**src/rtl/result_writer.sv**
```systemverilog
// Streams 32-bit result words out as single-word line writes, tags each word
// with its line sequence number and waits for every line completion before done.
module result_writer #(
  parameter int ADDR_LMT    = 20,
  parameter int MDATA       = 14,
  parameter int CACHE_WIDTH = 512,
  parameter int DATA_WIDTH  = 32,
  parameter int LEN_W       = 16
) (
  input  logic                    clk,
  input  logic                    rst,
  input  logic                    start,
  input  logic [ADDR_LMT+3:0]     base_addr,
  input  logic [LEN_W-1:0]        len,
  input  logic [DATA_WIDTH-1:0]   in_data,
  input  logic                    in_valid,
  output logic                    in_ready,
  input  logic                    wr_req_almostfull,
  output logic                    wr_en,
  output logic                    wr_now,
  output logic                    wr_direct,
  output logic [ADDR_LMT+3:0]     wr_addr,
  output logic [CACHE_WIDTH-1:0]  wr_data,
  output logic [MDATA-1:0]        wr_mdata,
  input  logic                    wr_rsp0_valid,
  input  logic                    wr_rsp1_valid,
  output logic                    busy,
  output logic                    done
);

  localparam int AW = ADDR_LMT + 4;
  localparam int LW = LEN_W + 1;
  localparam int CW = LEN_W + 2;

  localparam logic [1:0] IDLE  = 2'd0;
  localparam logic [1:0] RUN   = 2'd1;
  localparam logic [1:0] DRAIN = 2'd2;
  localparam logic [1:0] DONE  = 2'd3;

  logic [1:0]       state;
  logic [AW-1:0]    cur_addr;
  logic [LEN_W-1:0] words_left;
  logic [MDATA-1:0] line_cnt;
  logic [LW-1:0]    lines_exp;
  logic [LW-1:0]    span;
  logic [CW-1:0]    cmp_cnt;
  logic [CW-1:0]    cmp_next;
  logic             accept;
  logic             last_word;
  logic             line_end;

  assign in_ready  = (state == RUN) && !wr_req_almostfull;
  assign accept    = in_valid && in_ready;
  assign last_word = (words_left == LEN_W'(1));
  // A last word sitting at offset 15 closes one line, not two.
  assign line_end  = (cur_addr[3:0] == 4'hF) || last_word;
  assign span      = LW'(base_addr[3:0]) + LW'(len) - LW'(1);
  assign cmp_next  = cmp_cnt + CW'(wr_rsp0_valid) + CW'(wr_rsp1_valid);
  assign busy      = (state == RUN) || (state == DRAIN);
  assign done      = (state == DONE);
  assign wr_direct = 1'b0;

  always_ff @(posedge clk) begin
    if (rst) begin
      state      <= IDLE;
      cur_addr   <= '0;
      words_left <= '0;
      line_cnt   <= '0;
      lines_exp  <= '0;
      cmp_cnt    <= '0;
      wr_en      <= 1'b0;
      wr_now     <= 1'b0;
      wr_addr    <= '0;
      wr_data    <= '0;
      wr_mdata   <= '0;
    end else begin
      wr_en    <= accept;
      wr_now   <= accept && last_word;
      wr_addr  <= accept ? cur_addr : '0;
      wr_data  <= accept ? CACHE_WIDTH'(in_data) : '0;
      wr_mdata <= accept ? line_cnt : '0;

      case (state)
        IDLE: begin
          if (start) begin
            cur_addr   <= base_addr;
            words_left <= len;
            line_cnt   <= '0;
            cmp_cnt    <= '0;
            lines_exp  <= (span >> 4) + LW'(1);
            state      <= (len == '0) ? DONE : RUN;
          end
        end
        RUN: begin
          cmp_cnt <= cmp_next;
          if (accept) begin
            cur_addr   <= cur_addr + AW'(1);
            words_left <= words_left - LEN_W'(1);
            if (line_end) line_cnt <= line_cnt + MDATA'(1);
            if (last_word) state <= DRAIN;
          end
        end
        DRAIN: begin
          cmp_cnt <= cmp_next;
          if (cmp_next >= CW'(lines_exp)) state <= DONE;
        end
        DONE:    state <= IDLE;
        default: state <= IDLE;
      endcase
    end
  end

endmodule

```
**config.mk**
```make
export PLATFORM = sky130hd
export DESIGN_NAME = result_writer
export DESIGN_NICKNAME = d
export VERILOG_FILES = /design/src/rtl/result_writer.sv
export SDC_FILE = /design/constraint.sdc
export NUM_CORES = 1
export LEC_CHECK = 0
export ABC_CLOCK_PERIOD_IN_PS = 5500
export CELL_PAD_IN_SITES_DETAIL_PLACEMENT = 1
export CELL_PAD_IN_SITES_GLOBAL_PLACEMENT = 1
export CORE_AREA = 2 2 250 252
export CTS_CLUSTER_DIAMETER = 50
export CTS_CLUSTER_SIZE = 12
export DETAILED_ROUTE_END_ITERATION = 6
export DIE_AREA = 0 0 252 254
export PLACE_DENSITY = 0.64
export SYNTH_ARGS = -nofsm -noshare
export SYNTH_HDL_FRONTEND = slang
export SYNTH_SLANG_ARGS = --single-unit
```
**constraint.sdc**
```tcl
create_clock -name clk -period 5.5 [get_ports clk]
set_clock_uncertainty 0.2 [all_clocks]
set_input_delay 1.1 -clock clk [delete_from_list [all_inputs] [get_ports clk]]
set_output_delay 1.1 -clock clk [all_outputs]
set_load 0.02 [all_outputs]
```
==> metrics.csv <==
stage,metric,value,unit
status,outcome,"complete, no violations",
floorplanning,Ports,635,
pwr,switching pwr,2.08,mW
clock_network,setup bufs post-CTS,0,
floorplanning,Initial Utilization,19.6,%
timing,final setup violation count,0,
drt,Avg WL per Cell,12.9,µm
drt,drt via density,3.78,
synth,top-area cell type share of the netlist area,30.2,%
pwr,sequential power share,31.7,%
synth,main combinational cell family by area after synthesis,buffers and inverters,
final_layout,nets,1750,
worst_setup_path,worst path required time,5650,ps
floorplanning,CORE AREA,61300,µm²
placed_design,placed instance area,12600,µm²
drt,DRC,0,
synth,Synth Instances,1497,
synth,"Top FF cell, synth",dfxtp_1,
drt,WL final,31400,µm
worst_setup_path,Worst Path Max Fanout,5,
global_routing,GR Overflow Total,0,
floorplanning,die area,64000,µm²
pwr,Int Pwr,2.64,mW
worst_setup_path,CP arrival,4760,ps
timing,Final WS setup,884,ps
placed_design,pre-CTS setup slack,453,ps
clock_network,"Clk pin slew, worst setup/hold paths",70,ps
floorplanning,die width,252,µm
floorplanning,Core Rows,91,
pwr,Clk network pwr share,25.9,%
final_layout,Final Instance Area,13200,µm²
placed_design,global placement routability congestion,0.795,
drt,Detailed Routing Iterations Pass 1,6,
worst_setup_path,Critical Setup Path Class,input port to register,
pwr,Leak Pwr,5.84,nW
placed_design,DPL Wire Length,24100,µm
drt,"antenna viol nets, final",0,
global_routing,vias in the first global route,9009,
synth,largest cells by area after synthesis,"buf_4, dfxtp_1, ha_1",
timing,TNS Setup,0,ps
timing,final hold violations,0,
synth,adder-cell share of the synthesized area,5.18,%
worst_setup_path,Critical Path Source Type,input port,
synth,Commonest cells post-synth,"buf_4, dfxtp_1, nor2_1",
timing,Rel. slew slack,33.0,%
synth,Async SR Flop Fraction,0,%
timing,worst slew pin tran,1010,ps
synth,fraction of the mapped netlist area in simple logic gates,17.5,%
clock_network,root buffer cell,clkbuf_16,
synth,Compound-Gate Fraction of Synth Area,13.5,%
clock_network,Resized Gates After CTS,0,
pwr,switch share,44.0,%
synth,multiplexer share of the synthesized area,0.522,%
floorplanning,Die Y,254,µm
synth,Synth area leader,buf_4,
timing,Final min period,4620,ps
clock_network,CTS buffer count,17,
synth,syn_area_per_cell,8.00,µm²
clock_network,CTS tree,done,
synth,number of synthesized flops with an enable pin,0,
final_layout,layout cells sized above 1,4.16,%
global_routing,first-pass GRT wire length,47600,µm
pwr,combinational fraction of design power,42.5,%
placed_design,PortBufs,153,
clock_network,clock latency on the worst-skew pair,440,ps
synth,fraction of synthesized cell area in xor and xnor cells,2.71,%
global_routing,largest net degree at the start of global routing,82,
synth,Post-Syn Area,12000,µm²
clock_network,H-tree depth,4,
synth,"FF+latch count, synth",160,
min_path,worst min path class,register to register,
synth,Unique masters post-synth,74,
synth,cell with the most instances after synthesis,buf_4,
timing,final slew viol count,0,
drt,DR iter-0 viols,416,
timing,RSZ-0062 raised after global routing,no,
timing,hold slack,266,ps
synth,Synth warnings,0,
global_routing,initial antenna violation count,2,
pwr,Pwr per Cell Area,359,nW/µm²
clock_network,cts hold-fix bufs,0,
timing,Peak Freq,0.217,GHz
pwr,Max VDD drop,0.297,mV
clock_network,clock buffer depth,2,
synth,register area share after synthesis,26.7,%
global_routing,Total GRT Usage,9.13,%
timing,period utilization,83.9,%
drt,vias,9168,
final_layout,Area Growth Syn to Fin,9.81,%
clock_network,# clock sinks,160,
worst_setup_path,CP endpoint kind,register,
run,max-cap viol count,0,
## metrics by stage
step	power [mW]	cells	util, %
2_1_floorplan	3.23	1977	-
3_3_place_gp	3.45	2393	20.5
3_5_place_dp	3.52	2393	20.5
4_1_cts	4.77	2424	21.5
5_1_grt	5.06	2424	21.5
6_report	4.72	2425	21.5
## per-layer routing
metal | vias up | track usage [%] | part of all wire [%]
met2 | 366 | 16.3 | 51
met1 | 4396 | 10.9 | 41
met5 | - | 0 | 0
li1 | 4370 | - | -
met4 | 0 | 3.11 | 1.8
met3 | 36 | 1.70 | 5.9
## layout by cell type, fill, tap and decap left out, types with 19 or more instances in the layout
master / count
nand4_1: 19
and3_1: 76
nand2_1: 74
inv_1: 57
o21ai_0: 58
nor2_1: 83
ha_1: 47
a21oi_1: 58
conb_1: 481
nand3_1: 36
dfxtp_1: 160
a22oi_1: 20
nor3_1: 32
xnor2_1: 24
clkdlybuf4s50_1: 152
a211oi_1: 24
## kinds of logic (layout without fill, tap and decap cells)
group / Yosys count / count (layout)
AO/OA/AOI/OAI: 248 / 248
multiplexers: 6 / 6
XOR/XNOR: 37 / 37
adder cells (fa/ha/maj): 49 / 49
other: 1 / 482
flip-flops: 160 / 160
buffers and inverters: 597 / 254
AND/OR/NAND/NOR: 399 / 399
## final timing paths
path	startpoint	endpoint	slack, ps	cells after the start
hold / removal	lines_exp[6]	lines_exp[6]	270	2
setup / recovery	base_addr[2]	lines_exp[10]	880	14
setup reg to reg	cmp_cnt[0]	state[1]	2020	12
hold reg to reg	lines_exp[6]	lines_exp[6]	270	2
## layout make-up
| type | count | area (µm²) |
|---|---|---|
| multi-input combinational | 1220 | 6530 |
| clock buffer | 18 | 439 |
| sequential | 160 | 3200 |
| inverter | 58 | 218 |
| clock inverter | 13 | 153 |
| tap | 790 | 988 |
| antenna | 1 | 2.50 |
| fill | 7512 | 48100 |
| timing repair buffer | 165 | 1620 |
## registers in the layout, indices dropped and copies added, names as in the netlist
register / cells
line_cnt: 14
wr_mdata: 14
cmp_cnt: 18
wr_addr: 24
words_left: 16
wr_en: 1
state: 2
wr_data: 32
cur_addr: 24
wr_now: 1
lines_exp: 14
## power by group through the flow
stage               combinational (mW)  clock (mW)  sequential [mW]
finish                            2.00        1.22             1.49
global route                      2.23        1.30             1.52
detailed placement                2.00           0             1.52
CTS                               2.01        1.27             1.49
global placement                  1.94           0             1.51
floorplan                         1.76           0             1.47
## critical path, stage by stage
cell and delay (ps):
clkdlybuf4s50_1 460, inv_1 60, ha_1 270, inv_1 40
ha_1 270, nor2b_1 190, a211o_1 360, a211oi_1 350
or2_2 170, ha_1 210, nand3b_4 110, or4b_4 520
or3_1 380, a311oi_1 270
No activity file was read; power rests on OpenSTA's default activity.
